[src/rtl/tx_irq_moderator_if.sv]
// ---------------------------------------------------------------------------
// tx_irq_moderator_if
//
// Purpose: bundles the pointer stream, host status and PCIe core interrupt
// handshake that the tx interrupt moderator consumes and drives.
//
// Signals:
//   hw_ptr_update       1   single-cycle pulse: hw_ptr advanced
//   hw_ptr              64  hardware producer pointer
//   sw_ptr              64  host consumer pointer (BAR write-back)
//   hst_rdy             1   host accepts interrupts; 0 freezes moderation
//   cfg_interrupt_n     1   interrupt request to PCIe core, active low
//   cfg_interrupt_rdy_n 1   PCIe core accept, active low
//
// Modports:
//   master  producer / host / PCIe core side (drives pointers and accept)
//   slave   moderator side (drives the interrupt request)
// ---------------------------------------------------------------------------
interface tx_irq_moderator_if;
    logic        hw_ptr_update;
    logic [63:0] hw_ptr;
    logic [63:0] sw_ptr;
    logic        hst_rdy;
    logic        cfg_interrupt_n;
    logic        cfg_interrupt_rdy_n;

    modport master (
        output hw_ptr_update,
        output hw_ptr,
        output sw_ptr,
        output hst_rdy,
        output cfg_interrupt_rdy_n,
        input  cfg_interrupt_n
    );

    modport slave (
        input  hw_ptr_update,
        input  hw_ptr,
        input  sw_ptr,
        input  hst_rdy,
        input  cfg_interrupt_rdy_n,
        output cfg_interrupt_n
    );
endinterface

[src/rtl/tx_irq_moderator.sv]
// ---------------------------------------------------------------------------
// tx_irq_moderator
//
// Purpose: interrupt moderation behind the tx path. Coalesces hw_ptr updates
// either by event count (PKT_TH) or by a holdoff timer (HOLDOFF), then raises
// a legacy/MSI request towards the Virtex-5 PCIe core using the
// cfg_interrupt_n / cfg_interrupt_rdy_n handshake. After a granted interrupt
// further requests are masked until the host writes back sw_ptr.
//
// Ports:
//   clk          in   pcie_clk domain clock
//   rst_n        in   asynchronous reset, active low
//   bus          if   tx_irq_moderator_if.slave (pointers, hst_rdy, handshake)
//   irq_pending  out  1 whenever the moderator is not idle
//   irq_count    out  interrupts granted since reset, wraps at 2^32
//
// Optional feature (macro IRQ_LOCKOUT_TIMEOUT_EN):
//   defined   -> the timer is reloaded with LOCKOUT_TO when entering LOCKOUT;
//                if it expires while the host still has not written back
//                sw_ptr and the pointers still differ, the request is re-fired.
//   undefined -> LOCKOUT is left only on sw_ptr write-back; LOCKOUT_TO unused.
//
// Timing notes:
//   All outputs are registered. A request condition seen in cycle N shows up
//   as cfg_interrupt_n=0 in cycle N+1. The holdoff timer is loaded with
//   HOLDOFF and the request fires in the cycle the timer would count down to
//   zero, so the request appears HOLDOFF+1 cycles after the arming update
//   (counting the update cycle as cycle 0).
// ---------------------------------------------------------------------------
module tx_irq_moderator #(
    parameter int unsigned TW         = 16,
    parameter int unsigned HOLDOFF    = 1000,
    parameter int unsigned PKT_TH     = 8,
    parameter int unsigned CW         = 8,
    parameter int unsigned LOCKOUT_TO = 50000
) (
    input  logic                     clk,
    input  logic                     rst_n,
    tx_irq_moderator_if.slave        bus,
    output logic                     irq_pending,
    output logic [31:0]              irq_count
);

    typedef enum logic [1:0] {
        ST_IDLE    = 2'd0,
        ST_ARMED   = 2'd1,
        ST_REQ     = 2'd2,
        ST_LOCKOUT = 2'd3
    } state_t;

    localparam logic [TW-1:0] HOLDOFF_LOAD = TW'(HOLDOFF);
    localparam logic [CW-1:0] EV_MAX       = {CW{1'b1}};

`ifdef IRQ_LOCKOUT_TIMEOUT_EN
    localparam logic [TW-1:0] LOCKOUT_LOAD = TW'(LOCKOUT_TO);
`else
    // Keeps the parameter referenced in builds without the re-fire timeout.
    logic [TW-1:0] unused_lockout_to;
    assign unused_lockout_to = TW'(LOCKOUT_TO);
`endif

    // -----------------------------------------------------------------------
    // State and datapath registers
    // -----------------------------------------------------------------------
    state_t          state_reg,     state_next;
    logic [TW-1:0]   timer_reg,     timer_next;
    logic [CW-1:0]   evcnt_reg,     evcnt_next;
    logic [63:0]     sw_snap_reg,   sw_snap_next;
    logic [31:0]     irq_count_reg, irq_count_next;
    logic            ptr_neq_reg;
    logic            cfg_int_n_reg;
    logic            irq_pending_reg;

    // -----------------------------------------------------------------------
    // Per-cycle helper terms
    // -----------------------------------------------------------------------
    logic [CW-1:0]   evcnt_inc;     // event count including this cycle's update
    logic            th_hit;        // enough updates to force an interrupt
    logic            timer_exp;     // timer completes its count this cycle
    logic            sw_moved;      // host wrote back a new sw_ptr since grant

    always_comb begin
        evcnt_inc = evcnt_reg;
        if (bus.hw_ptr_update && (evcnt_reg != EV_MAX)) begin
            evcnt_inc = evcnt_reg + CW'(1);
        end
    end

    // Threshold uses the count including the current update so that the
    // PKT_TH-th update requests in the very next cycle.
    assign th_hit    = (32'(evcnt_inc) >= PKT_TH);
    // The timer is loaded with its full period; treating 1 (and 0, for a
    // zero period) as expiry makes the request land exactly one period after
    // loading once the registered output delay is included.
    assign timer_exp = (timer_reg <= TW'(1));
    assign sw_moved  = (bus.sw_ptr != sw_snap_reg);

    // -----------------------------------------------------------------------
    // Next-state / datapath logic
    // -----------------------------------------------------------------------
    always_comb begin
        state_next     = state_reg;
        timer_next     = timer_reg;
        evcnt_next     = evcnt_reg;
        sw_snap_next   = sw_snap_reg;
        irq_count_next = irq_count_reg;

        case (state_reg)
            ST_IDLE: begin
                // Updates are counted even while the host is not ready, so
                // a backlog builds up and arms as soon as hst_rdy returns.
                evcnt_next = evcnt_inc;
                if (bus.hst_rdy && (bus.hw_ptr_update || ptr_neq_reg)) begin
                    if (th_hit) begin
                        // Threshold already reached (PKT_TH=1 or a backlog
                        // collected while the host was not ready).
                        state_next = ST_REQ;
                    end else begin
                        state_next = ST_ARMED;
                        timer_next = HOLDOFF_LOAD;
                    end
                end
            end

            ST_ARMED: begin
                if (!ptr_neq_reg && !bus.hw_ptr_update) begin
                    // Host polled and caught up on its own: drop the pending
                    // interrupt entirely. This takes precedence over expiry.
                    state_next = ST_IDLE;
                    evcnt_next = '0;
                end else begin
                    evcnt_next = evcnt_inc;
                    if (bus.hst_rdy && (timer_exp || th_hit)) begin
                        state_next = ST_REQ;
                    end else if (bus.hst_rdy) begin
                        timer_next = timer_reg - TW'(1);
                    end
                end
            end

            ST_REQ: begin
                // Request is never retracted; only the core's accept ends it.
                evcnt_next = evcnt_inc;
                if (!bus.cfg_interrupt_rdy_n) begin
                    state_next     = ST_LOCKOUT;
                    irq_count_next = irq_count_reg + 32'd1;
                    sw_snap_next   = bus.sw_ptr;
                    evcnt_next     = '0;
`ifdef IRQ_LOCKOUT_TIMEOUT_EN
                    timer_next     = LOCKOUT_LOAD;
`endif
                end
            end

            ST_LOCKOUT: begin
                evcnt_next = evcnt_inc;
                if (sw_moved) begin
                    // Host acknowledged by writing back sw_ptr; re-arm only
                    // if there is still outstanding work.
                    if (ptr_neq_reg || (evcnt_inc != '0)) begin
                        state_next = ST_ARMED;
                        timer_next = HOLDOFF_LOAD;
                    end else begin
                        state_next = ST_IDLE;
                    end
                end
`ifdef IRQ_LOCKOUT_TIMEOUT_EN
                else if (timer_exp && ptr_neq_reg) begin
                    // No write-back within the timeout while work is still
                    // outstanding: assume the interrupt was lost and re-fire.
                    state_next = ST_REQ;
                end else if (timer_reg != '0) begin
                    timer_next = timer_reg - TW'(1);
                end
`endif
            end

            default: begin
                state_next = ST_IDLE;
            end
        endcase
    end

    // -----------------------------------------------------------------------
    // Registers
    // -----------------------------------------------------------------------
    always_ff @(posedge clk or negedge rst_n) begin
        if (!rst_n) begin
            state_reg       <= ST_IDLE;
            timer_reg       <= '0;
            evcnt_reg       <= '0;
            sw_snap_reg     <= '0;
            irq_count_reg   <= '0;
            ptr_neq_reg     <= 1'b0;
            cfg_int_n_reg   <= 1'b1;
            irq_pending_reg <= 1'b0;
        end else begin
            state_reg       <= state_next;
            timer_reg       <= timer_next;
            evcnt_reg       <= evcnt_next;
            sw_snap_reg     <= sw_snap_next;
            irq_count_reg   <= irq_count_next;
            // Full-width equality only; pointer wrap needs no handling.
            ptr_neq_reg     <= (bus.hw_ptr != bus.sw_ptr);
            // Output flops are loaded from the next state so they line up
            // with the state register without a combinational output path.
            cfg_int_n_reg   <= (state_next != ST_REQ);
            irq_pending_reg <= (state_next != ST_IDLE);
        end
    end

    assign bus.cfg_interrupt_n = cfg_int_n_reg;
    assign irq_pending         = irq_pending_reg;
    assign irq_count           = irq_count_reg;

endmodule
[src/flat_wrapper.sv]
// flat-port wrapper written by rule: the top's interface ports become plain ports
module tx_irq_moderator_flat 
#(
    parameter int unsigned TW         = 16,
    parameter int unsigned HOLDOFF    = 1000,
    parameter int unsigned PKT_TH     = 8,
    parameter int unsigned CW         = 8,
    parameter int unsigned LOCKOUT_TO = 50000
)
  (clk, rst_n, irq_pending, irq_count, bus_hw_ptr_update, bus_hw_ptr, bus_sw_ptr, bus_hst_rdy, bus_cfg_interrupt_rdy_n, bus_cfg_interrupt_n);
  tx_irq_moderator_if bus_i ();
  input  logic clk;
  input  logic rst_n;
  output logic irq_pending;
  output logic [31:0] irq_count;
  input wire logic [$bits(bus_i.hw_ptr_update)-1:0] bus_hw_ptr_update;
  input wire logic [$bits(bus_i.hw_ptr)-1:0] bus_hw_ptr;
  input wire logic [$bits(bus_i.sw_ptr)-1:0] bus_sw_ptr;
  input wire logic [$bits(bus_i.hst_rdy)-1:0] bus_hst_rdy;
  input wire logic [$bits(bus_i.cfg_interrupt_rdy_n)-1:0] bus_cfg_interrupt_rdy_n;
  output wire logic [$bits(bus_i.cfg_interrupt_n)-1:0] bus_cfg_interrupt_n;
  assign bus_i.hw_ptr_update = bus_hw_ptr_update;
  assign bus_i.hw_ptr = bus_hw_ptr;
  assign bus_i.sw_ptr = bus_sw_ptr;
  assign bus_i.hst_rdy = bus_hst_rdy;
  assign bus_i.cfg_interrupt_rdy_n = bus_cfg_interrupt_rdy_n;
  assign bus_cfg_interrupt_n = bus_i.cfg_interrupt_n;
  tx_irq_moderator #(.TW(TW), .HOLDOFF(HOLDOFF), .PKT_TH(PKT_TH), .CW(CW), .LOCKOUT_TO(LOCKOUT_TO)) u_core (.clk(clk), .rst_n(rst_n), .bus(bus_i), .irq_pending(irq_pending), .irq_count(irq_count));
endmodule
[config.mk]
export PLATFORM = sky130hd
export DESIGN_NAME = tx_irq_moderator_flat
export DESIGN_NICKNAME = d
export VERILOG_FILES = /design/src/rtl/tx_irq_moderator_if.sv /design/src/rtl/tx_irq_moderator.sv /design/src/flat_wrapper.sv
export SDC_FILE = /design/constraint.sdc
export NUM_CORES = 1
export LEC_CHECK = 0
export CORE_MARGIN = 2
export CORE_UTILIZATION = 45
export CTS_BUF_LIST = sky130_fd_sc_hd__clkbuf_8
export DETAILED_ROUTE_END_ITERATION = 8
export GPL_TIMING_DRIVEN = 0
export PLACE_DENSITY = 0.73
export SKIP_LAST_GASP = 1
export SYNTH_ARGS = -nofsm -noshare
export SYNTH_HDL_FRONTEND = slang
export SYNTH_SLANG_ARGS = --single-unit
export TNS_END_PERCENT = 30
[constraint.sdc]
create_clock -name clk -period 3.7 [get_ports clk]
set_input_delay 0.37 -clock clk [delete_from_list [all_inputs] [get_ports clk]]
set_output_delay 0.37 -clock clk [all_outputs]
set_load 0.05 [all_outputs]
-- Yosys cells after proc, flatten, opt, wreduce, memory -nomap -nowiden
Cells that the tools add are included.
Widths: inputs -> output; s select.
- bits in registers: 125
- latch bits: 0
- memory bits (writable): 0
- bits in read-only memories: 0
- bits of input ports: 133
- memories: 0
- add/subtract/negate cells: 3
- multiply operators: 0
- div/mod/pow operators: 0
- magnitude comparators: 2
- eq/ne operators: 14
- shift-type cells: 0
- mux-type cells: 20
- bitwise logic cells: 1
- reduce and logical (&&, ||, !) cells: 16
- operators with widths (cell ; count):
    $ne 64x64->1 ; 2
    $mux 16 ; 7
    $pmux 16 s3 ; 1
    $add 32x1->32 const B ; 1
    $mux 8 ; 3
    $pmux 8 s3 ; 1
    $le 16x1->1 const B ; 1
    $sub 16x1->16 const B ; 1
    $mux 2 ; 6
    $ne 2x2->1 const B ; 5
    $add 8x1->8 const B ; 1
    $ge 8x4->1 const B ; 1
    $ne 8x8->1 const B ; 1
    $pmux 2 s4 ; 1
    $reduce_and 8->1 ; 1
    $reduce_bool 8->1 ; 1
    $ne 2x1->1 const B ; 3
    $eq 2x2->1 const B ; 2
    $logic_and 1x1->1 ; 4
    $logic_or 1x1->1 ; 3
    $reduce_bool 3->1 ; 1
    $eq 2x1->1 const B ; 1
    $logic_not 1->1 ; 2
    $logic_not 2->1 ; 1
    5 further kinds ; 5

-- Logic depth before layout (Yosys ltp)
Gate-level depths: netlist of the first run.
- word-level depth: 10
- mapped depth: 11
- mapped depth without buffers: 9

-- Least setup slack after synthesis of the first run
No wires, ideal clock.
- kind: register to register
- from: register u_core.evcnt_reg[0]
- to: register u_core.timer_reg[12]
- setup time: 0.118 ns
- data arrival time: 2.470 ns
- required time: 3.582 ns
- setup slack: 1.112 ns
- cell stages (with the launch flop): 10
- period minus slack after synthesis: 2.588 ns
- cell sequence: dfrtp_1 -> ha_1 -> nand3_1 -> o21ai_1 -> or3b_2 -> a2111o_1 -> a21boi_4 -> nor3_4 -> buf_6 -> a21o_1
- cells in the longest elaborated chain, start to end: 8
- RTL lines (what ; line ; RTL):
    from (decl) ; tx_irq_moderator.sv:67 ; logic [CW-1:0] evcnt_reg, evcnt_next;
    from (signal assigned) ; tx_irq_moderator.sv:200 ; evcnt_reg <= evcnt_next;
    parallel branches: the longest is 2 deep, another holds $add 8x1->8 ; n/a ;
    $mux 8 * ; tx_irq_moderator.sv:84 ; if (bus.hw_ptr_update && (evcnt_reg != EV_MAX)) begin
    $ge 8x4->1 ; tx_irq_moderator.sv:91 ; assign th_hit = (32'(evcnt_inc) >= PKT_TH);
    $logic_or 1x1->1 ; tx_irq_moderator.sv:133 ; if (bus.hst_rdy && (timer_exp || th_hit)) begin
    $logic_and 1x1->1 ; tx_irq_moderator.sv:133 ;
    $ne 2x2->1 (no source line) ; n/a ;
    $reduce_and 8->1 (no source line) * ; n/a ;
    to (signal assigned) ; tx_irq_moderator.sv:199 ; timer_reg <= timer_next;
    to (decl) ; tx_irq_moderator.sv:66 ; logic [TW-1:0] timer_reg, timer_next;
Every way passes the cells marked *.
A chain may end at the register's enable or synchronous reset.

-- Final worst setup path of the first run
- from: register u_core.evcnt_reg[0]
- to: register u_core.timer_reg[6]
The elaborated chain is that of the path after synthesis.

==> run_results.csv, run 1 <==
group,metric,value,unit
timing,grt_setup_unrepaired,"no",
clock_network,clock_path_buffers,2,
global_routing,grt_max_degree,88,
cells_and_area,insertedDiodeCount,0,
detailed_routing,wirelength,18.4,mm
global_routing,grt_pass1_wl,29.2,mm
clock_network,cts_tree,"built",
synth,syn-num-nets,782,
global_routing,grt_pass1_vias,5808,
synth,synth.most_common_cell,"sky130_fd_sc_hd__xnor2_1",
cells_and_area,finalNonFillerCells,1050,
critical_path,launching_element_of_the_worst_setup_path,"u_core.evcnt_reg[0]",
timing,timing_max_transition_violations_final,0,
cells_and_area,fraction_of_final_layout_cells_sized_beyond_drive_strength_1,14.9,%
synth,synth_top_flop_cell,"sky130_fd_sc_hd__dfrtp_1",
floorplan,floorplan.io_pins,167,
critical_path,cp.required,4.03,ns
critical_path,path_class,"flop to flop",
critical_path,timing.critical_path.to,"u_core.timer_reg[6]",
cells_and_area,multiInputGateArea,0.00382,mm^2
cells_and_area,finish.net_count,968,
synth,mapped_cell_area,0.00708,mm^2
synth,synth_commonest_cells,"sky130_fd_sc_hd__xnor2_1, sky130_fd_sc_hd__dfrtp_1, sky130_fd_sc_hd__mux2_2, sky130_fd_sc_hd__nand4_1, sky130_fd_sc_hd__nor2_1",
cells_and_area,layout.filler_cells,1210,
global_routing,grt_overflow,0,
cells_and_area,postLayoutCellArea,0.00947,mm^2
timing,fin_skew,0.00814,ns
synth,yosys-top-cells-area,"sky130_fd_sc_hd__dfrtp_1, sky130_fd_sc_hd__xnor2_1, sky130_fd_sc_hd__mux2_2, sky130_fd_sc_hd__nand4_1, sky130_fd_sc_hd__nor2_1",
placement,place_inst,1017,
placement,io_buffer_count,165,
critical_path,reg2reg_depth,9,
detailed_routing,route.detailed.drc,0,
critical_path,worstReg2RegStart,"u_core.evcnt_reg[0]",
power_and_ir_drop,power_density,596,mW/mm^2
placement,place_congestion,0.819,
critical_path,path_cells,"ha_1, and4_1, mux2_2, o32ai_2, o21ai_0, a21oi_2, buf_2, a211oi_1, a2bb2oi_1",
clock_network,clock_sink_count,125,
global_routing,antenna_found_initial,0,
synth,synth_largest_type_area_fraction,43.8,%
synth,count_of_flip_flops_with_a_built_in_enable_after_synthesis,0,
synth,synth.yosys.seq_area_share,44.2,%
detailed_routing,dr.first_iter.drc_count,264,
clock_network,tritoncts.num_buffers,17,
synth,syn_avg_cell_area,11.1,um^2
critical_path,worstSetupEndpointType,"flop",
clock_network,cts-root-buf,"sky130_fd_sc_hd__clkbuf_8",
synth,number_of_instances_in_the_synthesized_netlist,640,
global_routing,track_usage,22.8,%
status,status,"complete, no violations",
power_and_ir_drop,design_power_total,5.65,mW
timing,final_period_minus_worst_setup_slack,3.14,ns
critical_path,timing.rr.end,"u_core.timer_reg[6]",
floorplan,die_area,0.0167,mm^2
critical_path,crit_fanout,10,
timing,report.final.setup_viol,0,
synth,ys_async_sr_fraction,100,%
floorplan,row_count,45,
timing,worstMarginPinSlew,0.804,ns
clock_network,h-tree-depth,4,
power_and_ir_drop,vdd_drop_max,0.000266,V
synth,yosys.cell_types.count,59,
timing,min_period_over_period,84.9,%
placement,dp.final_hpwl,14.4,mm
cells_and_area,area_growth_syn_to_layout,33.8,%
detailed_routing,post_drt_wl_per_cell,17.5,um
floorplan,start_util,46.4,%
power_and_ir_drop,share_of_power_burned_in_registers,38.4,%
cells_and_area,largest_register_ff_count,64,
critical_path,timing.critical_path.slowest_cell_delay,0.49,ns
critical_path,critPathTopFamily,"compound AO/OA/AOI/OAI gates",
timing,max_freq,318,MHz
floorplan,die_w,129,um
timing,timing.slew.headroom,46.4,%
floorplan,die_height,129,um
detailed_routing,vias,5605,
detailed_routing,drt_pass1_iterations,4,
clock_network,worst_setup_hold_path_clk_slew,0.07,ns
critical_path,setup.reg_to_reg.worst_slack,0.56,ns
timing,timing.setup.tns,0,ns
min_path,hold_class,"input pin to asynchronous set/reset pin",
cells_and_area,register_cell_area_after_layout,0.00313,mm^2
critical_path,cp.depth,9,
power_and_ir_drop,leakagePower,3.67,nW
synth,synth_seq_cells,125,
critical_path,worst_ep_arrival_time,3.47,ns
clock_network,post_cts.resized_instances,0,
power_and_ir_drop,combinationalPowerShare,38.3,%
synth,yosys_top_cell_by_area,"sky130_fd_sc_hd__dfrtp_1",
power_and_ir_drop,internal_power,3.69,mW
power_and_ir_drop,power.share.switching,34.6,%
critical_path,crit_slowest_cell,"sky130_fd_sc_hd__a21oi_2",
floorplan,core-area,0.0153,mm^2
detailed_routing,route.antenna.remaining_nets,0,
power_and_ir_drop,switching_pwr,1.96,mW
critical_path,path_buf_inv,1,
critical_path,cp-start-kind,"flop",
power_and_ir_drop,power.clock.fraction,23.3,%
placement,placed_cell_area,0.00902,mm^2
run,maxCapViolCount,0,
timing,final_hold_viol_count,0,
detailed_routing,via_per_inst,5.34,
synth,synthesis.yosys.warnings,0,
clock_network,insertion_delay,0.44,ns
-- cells in the final DEF (no fill, tap or decap), drive strengths merged, types with 5 or more instances in the layout --
cell / synthesis / layout
a2bb2oi: 6 / 6
xnor2: 149 / 149
a21oi: 10 / 10
nand2: 31 / 31
nor2: 33 / 33
o31a: 7 / 7
and3: 12 / 12
a211oi: 5 / 5
nand4: 40 / 40
nor3: 16 / 16
inv: 8 / 10
nand3: 15 / 15
clkdlybuf4s50: 0 / 164
and4: 7 / 7
or2: 6 / 6
mux2: 66 / 66
buf: 10 / 12
o21ai: 12 / 12
xor2: 12 / 12
dfrtp: 124 / 124
ha: 9 / 9
clkbuf: 8 / 26
nor4: 15 / 15
-- power by group through the flow --
stage,Sequential [mW],Combinational [mW],Clock [mW]
after floorplan,2.21,1.44,0
after global placement,2.14,2.07,0
after detailed placement,2.18,2.16,0
after CTS,2.16,2.17,1.34
after global routing,2.22,2.35,1.40
final,2.17,2.16,1.32
-- stage by stage --
| step | hold slack [ns] | utilization, % | setup slack [ns] |
|---|---|---|---|
| after CTS | 0.380 | 62.1 | 0.587 |
| after global placement | 0.474 | 58.9 | -2.47 |
| after floorplan | 0.0744 | - | 1.11 |
| after detailed placement | 0.296 | 59.1 | 0.541 |
| after global routing | 0.428 | 62.1 | 0.436 |
| final | 0.393 | 62.1 | 0.557 |
-- worst min-delay path by stage --
stage | start | endpoint | slack, ns | cells after the start
5_1_grt | bus_hw_ptr_update | u_core.evcnt_reg[2] | 0.43 | 3
6_report | rst_n | u_core.evcnt_reg[5] | 0.39 | 2
4_1_cts | bus_hw_ptr_update | u_core.evcnt_reg[2] | 0.38 | 3
2_1_floorplan | rst_n | u_core.evcnt_reg[0] | 0.07 | 0
3_5_place_dp | rst_n | u_core.evcnt_reg[5] | 0.30 | 1
3_3_place_gp | u_core.irq_count[23] | u_core.irq_count[23] | 0.47 | 1
-- metal layers --
layer / vias to the layer above / global-route usage (%) / share of wire (%) / wire length (um)
li1: 2666 / - / - / -
met1: 2725 / 27.8 / 41 / 7590
met2: 183 / 39.4 / 51 / 9300
met3: 31 / 4.91 / 5.5 / 1020
met4: 0 / 9.36 / 2.7 / 497
met5: - / 0 / 0 / 0
-- layout make-up --
class | count | share of cell area, %
buffer | 18 | 0.991
clock buffer | 18 | 2.62
clock inverter | 14 | 2.02
inverter | 8 | 0.317
multi-input combinational | 489 | 40.4
sequential | 125 | 33.0
tap | 211 | 2.79
timing repair buffer | 167 | 17.8
-- cell families (layout without fill, tap and decap cells) --
| kind of cell | Yosys count | after routing | synth area share [%] |
|---|---|---|---|
| and+or+nand+nor | 189 | 189 | 14.8 |
| xor gates and xnor gates | 161 | 161 | 19.9 |
| DFF | 125 | 125 | 44.2 |
| muxes | 69 | 69 | 10.9 |
| AOI/OAI and AO/OA | 61 | 61 | 6.79 |
| buffers and inverters | 26 | 225 | 1.75 |
| adders and majority gates | 9 | 9 | 1.59 |
-- repair_timing --
| item | 4_1_cts | 5_1_grt |
|---|---|---|
| hold buffers | 1 | 0 |
| setup buffers | 0 | 0 |
| endpoints found under the hold margin | 38 | 0 |
No activity file was read; power rests on OpenSTA's default activity.
==> run 2, diff against run 1 <==
--- a/config.mk
+++ b/config.mk
@@ -10,7 +10,7 @@
 export CTS_BUF_LIST = sky130_fd_sc_hd__clkbuf_8
 export DETAILED_ROUTE_END_ITERATION = 8
 export GPL_TIMING_DRIVEN = 0
-export PLACE_DENSITY = 0.73
+export PLACE_DENSITY = 0.76
 export SKIP_LAST_GASP = 1
 export SYNTH_ARGS = -nofsm -noshare
 export SYNTH_HDL_FRONTEND = slang
==> constraint.sdc (replaced) <==
create_clock -name clk -period 2.8 [get_ports clk]
set_input_delay 0.28 -clock clk [delete_from_list [all_inputs] [get_ports clk]]
set_output_delay 0.28 -clock clk [all_outputs]
set_load 0.05 [all_outputs]
==> run 2 against run 1 <==
- combinational power is 38% higher
- sequential power grew 32%
- critical path depth unchanged
- register-to-register slack worse by 0.48 ns
- final cell count grew 0.48%
- clock power rose by 17%
- die area did not move
- power grew 31%
- sequential share of layout area shrank 0.10 points
- critical path type unchanged
==> run_results.csv, run 2 (same netlist as run 1, synthesis figures left out) <==
group,metric,value,unit
global_routing,antenna_found_initial,0,
timing,min_period_over_period,97.1,%
placement,place_congestion,0.862,
clock_network,worst_setup_hold_path_clk_slew,0.07,ns
placement,dp.final_hpwl,14.5,mm
cells_and_area,area_growth_syn_to_layout,34.2,%
timing,report.final.setup_viol,0,
run,maxCapViolCount,0,
detailed_routing,dr.first_iter.drc_count,419,
critical_path,setup.reg_to_reg.worst_slack,0.08,ns
detailed_routing,post_drt_wl_per_cell,17.6,um
cells_and_area,final_cell_mix,"sky130_fd_sc_hd__clkdlybuf4s50_1, sky130_fd_sc_hd__xnor2_1, sky130_fd_sc_hd__dfrtp_1",
floorplan,row_count,45,
global_routing,grt_pass1_wl,29.1,mm
detailed_routing,route.detailed.drc,0,
timing,fin_skew,0.00907,ns
timing,max_freq,368,MHz
critical_path,crit_fanout,10,
placement,io_buffer_count,165,
floorplan,start_util,46.4,%
global_routing,grt_overflow,0,
clock_network,h-tree-depth,4,
timing,timing.slew.headroom,44.5,%
clock_network,cts_tree,"built",
critical_path,launching_element_of_the_worst_setup_path,"u_core.evcnt_reg[0]",
critical_path,path_cells,"ha_2, and4_1, mux2_2, o32ai_2, o21ai_0, a21oi_4, buf_2, a211oi_1, a2bb2oi_1",
power_and_ir_drop,vdd_drop_max,0.000412,V
critical_path,crit_slowest_cell,"sky130_fd_sc_hd__dfrtp_1",
cells_and_area,finish.net_count,973,
clock_network,cts-root-buf,"sky130_fd_sc_hd__clkbuf_8",
clock_network,tritoncts.num_buffers,17,
status,status,"complete, no violations",
critical_path,worstSetupEndpointType,"flop",
critical_path,path_class,"flop to flop",
floorplan,die_height,129,um
timing,timing_max_transition_violations_final,0,
power_and_ir_drop,leakagePower,3.71,nW
global_routing,track_usage,22.9,%
cells_and_area,finalNonFillerCells,1055,
power_and_ir_drop,design_power_total,7.38,mW
detailed_routing,vias,5679,
detailed_routing,wirelength,18.6,mm
floorplan,floorplan.io_pins,167,
critical_path,cp-start-kind,"flop",
cells_and_area,layout.filler_cells,1225,
clock_network,insertion_delay,0.45,ns
critical_path,worst_ep_arrival_time,3.05,ns
critical_path,worstReg2RegStart,"u_core.evcnt_reg[0]",
detailed_routing,via_per_inst,5.38,
timing,worstMarginPinSlew,0.832,ns
cells_and_area,fraction_of_final_layout_cells_sized_beyond_drive_strength_1,16.0,%
clock_network,clock_sink_count,125,
cells_and_area,most_frequent_standard_cell_in_the_layout_excluding_fill_and_tap_cells,"sky130_fd_sc_hd__clkdlybuf4s50_1",
global_routing,grt_pass1_vias,5926,
cells_and_area,largest_register_ff_count,64,
cells_and_area,insertedDiodeCount,0,
power_and_ir_drop,power_density,777,mW/mm^2
critical_path,timing.critical_path.slowest_cell_delay,0.44,ns
critical_path,cp.required,3.13,ns
placement,place_inst,1017,
timing,final_period_minus_worst_setup_slack,2.72,ns
detailed_routing,route.antenna.remaining_nets,0,
floorplan,core-area,0.0153,mm^2
detailed_routing,drt_pass1_iterations,5,
min_path,hold_class,"input pin to asynchronous set/reset pin",
floorplan,die_area,0.0167,mm^2
timing,final_hold_viol_count,0,
timing,grt_setup_unrepaired,"yes",
global_routing,grt_max_degree,98,
clock_network,clock_path_buffers,2,
floorplan,die_w,129,um
## run 2: cell types whose count changed in the layout (fill, tap and decap cells not counted), moves of 2 or more
cell,change
sky130_fd_sc_hd__clkinv_2,+2
sky130_fd_sc_hd__clkinvlp_4,-2
sky130_fd_sc_hd__buf_12,+2
sky130_fd_sc_hd__inv_6,-2
sky130_fd_sc_hd__clkbuf_1,-3
sky130_fd_sc_hd__buf_4,+3
sky130_fd_sc_hd__bufinv_16,-2
sky130_fd_sc_hd__inv_1,+2
sky130_fd_sc_hd__clkbuf_2,+4
## run 2: layer usage
layer / up-vias / wire length [um] / track usage (%)
li1: 2671 / - / -
met1: 2788 / 7630 / 27.5
met2: 182 / 9390 / 39.5
met3: 38 / 1000 / 5.78
met4: 0 / 551 / 9.11
met5: - / 0 / 0
## run 2: report_power, final
group          leakage (nW)  switching (mW)  internal [mW]  total (mW)
clock                 0.204           0.720          0.824        1.54
combinational          1.95            1.40           1.58        2.98
sequential             1.56           0.457           2.40        2.86
## run 2: through the flow
step / util, % / hold slack (ns) / TNS, ns / setup slack (ns) / instance area [um^2]
floorplan: - / -0.0156 / 0 / 0.212 / 7080
global placement: 58.9 / 0.462 / -419.19 / -3.33 / 8990
detailed placement: 59.1 / 0.179 / -7.54 / -0.229 / 9020
CTS: 62.2 / 0.262 / -2.67 / -0.176 / 9490
global route: 62.3 / 0.268 / -1.06 / -0.109 / 9500
finish: 62.3 / 0.276 / 0 / 0.0809 / 9500
## run 2: layout make-up
type / instances / area (um^2) / share of cell area [%]
Multi-Input combinational cell: 489 / 3840 / 40.4
Clock buffer: 19 / 262 / 2.75
Buffer: 18 / 98.8 / 1.04
Inverter: 8 / 30.0 / 0.316
Sequential cell: 125 / 3130 / 32.9
Timing Repair Buffer: 172 / 1750 / 18.5
Clock inverter: 13 / 125 / 1.32
Tap cell: 211 / 264 / 2.78
## run 2: critical path: cells and delay by family, from the launching register on
kind | cells | cell delay [ns]
and+or+nand+nor | 1 | 0.28
AOI/OAI and AO/OA | 5 | 0.96
buffers and inverters | 1 | 0.26
muxes | 1 | 0.37
DFF | 1 | 0.44
adders and majority gates | 1 | 0.29
## run 2: what timing repair did
item                                   in CTS  in global routing
pin swaps                                   2                  0
gates cloned                                0                  0
endpoints found under the hold margin      28                  0
resized for setup                           2                  8
setup endpoints to repair                  44                 49
hold buffers                                1                  0
buffers inserted                            5                  0
## run 2: worst paths after layout
path,cells after the start,to
max,9,u_core.timer_reg[7]
min,2,u_core.evcnt_reg[3]
max reg2reg,9,u_core.timer_reg[7]
min reg2reg,1,u_core.irq_count[21]
max in group asynchronous,3,u_core.sw_snap_reg[35]
min in group clk,3,u_core.evcnt_reg[2]
==> run 3, diff against run 2 <==
--- a/config.mk
+++ b/config.mk
@@ -11,6 +11,7 @@
 export DETAILED_ROUTE_END_ITERATION = 8
 export GPL_TIMING_DRIVEN = 0
 export PLACE_DENSITY = 0.76
+export SETUP_SLACK_MARGIN = 0.05
 export SKIP_LAST_GASP = 1
 export SYNTH_ARGS = -nofsm -noshare
 export SYNTH_HDL_FRONTEND = slang
==> run 3 against run 2 <==
- non-clock buffer count is 2 higher
- final cell count rose by 0.19%
- via count is essentially flat
- sequential cell count unchanged
- clock-buffer cell count did not move
- maximum frequency increased by 1.4%
- worst hold slack got worse by 0.0045 ns
- power grew 0.73%
- register-to-register slack improved by 0.04 ns
- die area unchanged
- critical path depth unchanged
- routed wire length is 0.63% higher
- critical path type unchanged
- largest power group unchanged
- highest routed layer unchanged
==> run_results.csv, run 3 (same netlist as run 1, synthesis figures left out) <==
group,metric,value,unit
status,status,"complete, no violations",
global_routing,track_usage,22.9,%
power_and_ir_drop,power_density,778,mW/mm^2
critical_path,worstSetupEndpointType,"flop",
cells_and_area,insertedDiodeCount,0,
floorplan,core-area,0.0153,mm^2
timing,final_period_minus_worst_setup_slack,2.68,ns
critical_path,path_class,"flop to flop",
run,maxCapViolCount,0,
power_and_ir_drop,vdd_drop_max,0.000416,V
clock_network,worst_setup_hold_path_clk_slew,0.07,ns
cells_and_area,layout.filler_cells,1223,
critical_path,crit_slowest_cell,"sky130_fd_sc_hd__a2111o_1",
critical_path,critPathTopFamily,"compound AO/OA/AOI/OAI gates",
timing,timing.slew.headroom,43.0,%
cells_and_area,multiInputGateArea,0.00388,mm^2
global_routing,grt_pass1_vias,5926,
placement,place_congestion,0.862,
detailed_routing,wirelength,18.7,mm
global_routing,grt_max_degree,98,
cells_and_area,postLayoutCellArea,0.00956,mm^2
timing,fin_skew,0.00994,ns
timing,final_hold_viol_count,0,
floorplan,floorplan.io_pins,167,
cells_and_area,largest_register_ff_count,64,
timing,report.final.setup_viol,0,
critical_path,worst_ep_arrival_time,3.01,ns
floorplan,row_count,45,
detailed_routing,dr.first_iter.drc_count,423,
cells_and_area,finalNonFillerCells,1057,
cells_and_area,most_frequent_standard_cell_in_the_layout_excluding_fill_and_tap_cells,"sky130_fd_sc_hd__clkdlybuf4s50_1",
clock_network,insertion_delay,0.45,ns
timing,min_period_over_period,95.8,%
detailed_routing,route.detailed.drc,0,
critical_path,cp-start-kind,"flop",
placement,dp.final_hpwl,14.5,mm
placement,placement.setup.worst_slack,-0.229,ns
floorplan,die_w,129,um
clock_network,cts_tree,"built",
timing,setup_ws,0.118,ns
clock_network,tritoncts.num_buffers,17,
critical_path,path_cells,"ha_4, nand3_1, o21ai_2, or3b_2, a2111o_1, a21boi_4, buf_2, nor3_1, a2bb2oi_1",
timing,timing_max_transition_violations_final,0,
min_path,hold_class,"input pin to asynchronous set/reset pin",
timing,max_freq,373,MHz
floorplan,die_height,129,um
global_routing,grt_pass1_wl,29.1,mm
clock_network,clock_path_buffers,2,
detailed_routing,post_drt_wl_per_cell,17.7,um
detailed_routing,drt_pass1_iterations,5,
critical_path,timing.critical_path.slowest_cell_delay,0.47,ns
floorplan,die_area,0.0167,mm^2
cells_and_area,fraction_of_final_layout_cells_sized_beyond_drive_strength_1,17.1,%
timing,worstMarginPinSlew,0.856,ns
global_routing,grt_overflow,0,
clock_network,cts-root-buf,"sky130_fd_sc_hd__clkbuf_8",
critical_path,crit_fanout,6,
clock_network,h-tree-depth,4,
timing,grt_setup_unrepaired,"yes",
power_and_ir_drop,leakagePower,3.73,nW
global_routing,antenna_found_initial,0,
placement,place_inst,1017,
cells_and_area,finish.net_count,975,
critical_path,cp.required,3.13,ns
cells_and_area,register_cell_area_after_layout,0.00313,mm^2
cells_and_area,area_growth_syn_to_layout,35.1,%
placement,io_buffer_count,165,
floorplan,start_util,46.4,%
placement,placed_cell_area,0.00902,mm^2
critical_path,path_buf_inv,1,
cells_and_area,final_cell_mix,"sky130_fd_sc_hd__clkdlybuf4s50_1, sky130_fd_sc_hd__xnor2_1, sky130_fd_sc_hd__dfrtp_1",
detailed_routing,vias,5680,
detailed_routing,via_per_inst,5.37,
clock_network,clock_sink_count,125,
detailed_routing,route.antenna.remaining_nets,0,
[run 3: final timing paths]
kind,from,to,slack (ns),depth (start not counted)
worst min register to register,u_core.irq_count[21],u_core.irq_count[21],0.49,1
worst min-delay path,rst_n,u_core.evcnt_reg[3],0.27,2
worst max register to register,u_core.evcnt_reg[0],u_core.timer_reg[5],0.12,9
max in group asynchronous,rst_n,u_core.sw_snap_reg[35],1.74,3
min in group clk,bus_hw_ptr_update,u_core.evcnt_reg[2],0.32,3
worst max-delay path,u_core.evcnt_reg[0],u_core.timer_reg[5],0.12,9
[run 3: cell type report]
class                           instances  share of cell area [%]
Multi-Input combinational cell        489                    40.6
Sequential cell                       125                    32.8
Timing Repair Buffer                  175                    18.5
Tap cell                              211                    2.76
Clock buffer                           19                    2.74
Clock inverter                         13                    1.31
Buffer                                 17                   0.995
Inverter                                8                   0.314
[run 3: worst reg2reg max path: stages (launching register included)]
cell and delay, ns:
sky130_fd_sc_hd__dfrtp_2 0.44, sky130_fd_sc_hd__ha_4 0.20, sky130_fd_sc_hd__nand3_1 0.13, sky130_fd_sc_hd__o21ai_2 0.10, sky130_fd_sc_hd__or3b_2 0.45, sky130_fd_sc_hd__a2111o_1 0.47
sky130_fd_sc_hd__a21boi_4 0.33, sky130_fd_sc_hd__buf_2 0.23, sky130_fd_sc_hd__nor3_1 0.07, sky130_fd_sc_hd__a2bb2oi_1 0.13
[run 3: stage by stage]
stage | util, % | power, mW | hold WS (ns) | TNS [ns]
after floorplan | - | 4.83 | -0.0156 | 0
after global placement | 58.9 | 5.56 | 0.462 | -419.19
after detailed placement | 59.1 | 5.72 | 0.179 | -7.54
after CTS | 62.2 | 7.41 | 0.262 | 0
after global routing | 62.7 | 7.87 | 0.268 | 0
final | 62.7 | 7.44 | 0.271 | 0
[run 3: power by group]
part	internal, mW	total, mW	switching (mW)	leakage [nW]
sequential	2.40	2.86	0.462	1.56
clock	0.824	1.54	0.720	0.204
combinational	1.61	3.03	1.41	1.97
total	4.84	7.44	2.59	3.73
[run 3: what timing repair did]
action / CTS / global route
setup buffers: 5 / 2
cloned: 0 / 1
resized for setup: 6 / 12
endpoints found under the setup margin: 48 / 19
hold buffers: 1 / 0
endpoints found under the hold margin: 28 / 0
pin swaps: 2 / 3
[run 3: metal layers]
layer | vias up | GRT usage (%) | wire, um
met2 | 180 | 39.5 | 9480
met3 | 39 | 5.78 | 990
met5 | - | 0 | 0
li1 | 2671 | - | -
met4 | 0 | 9.11 | 571
met1 | 2790 | 27.5 | 7640
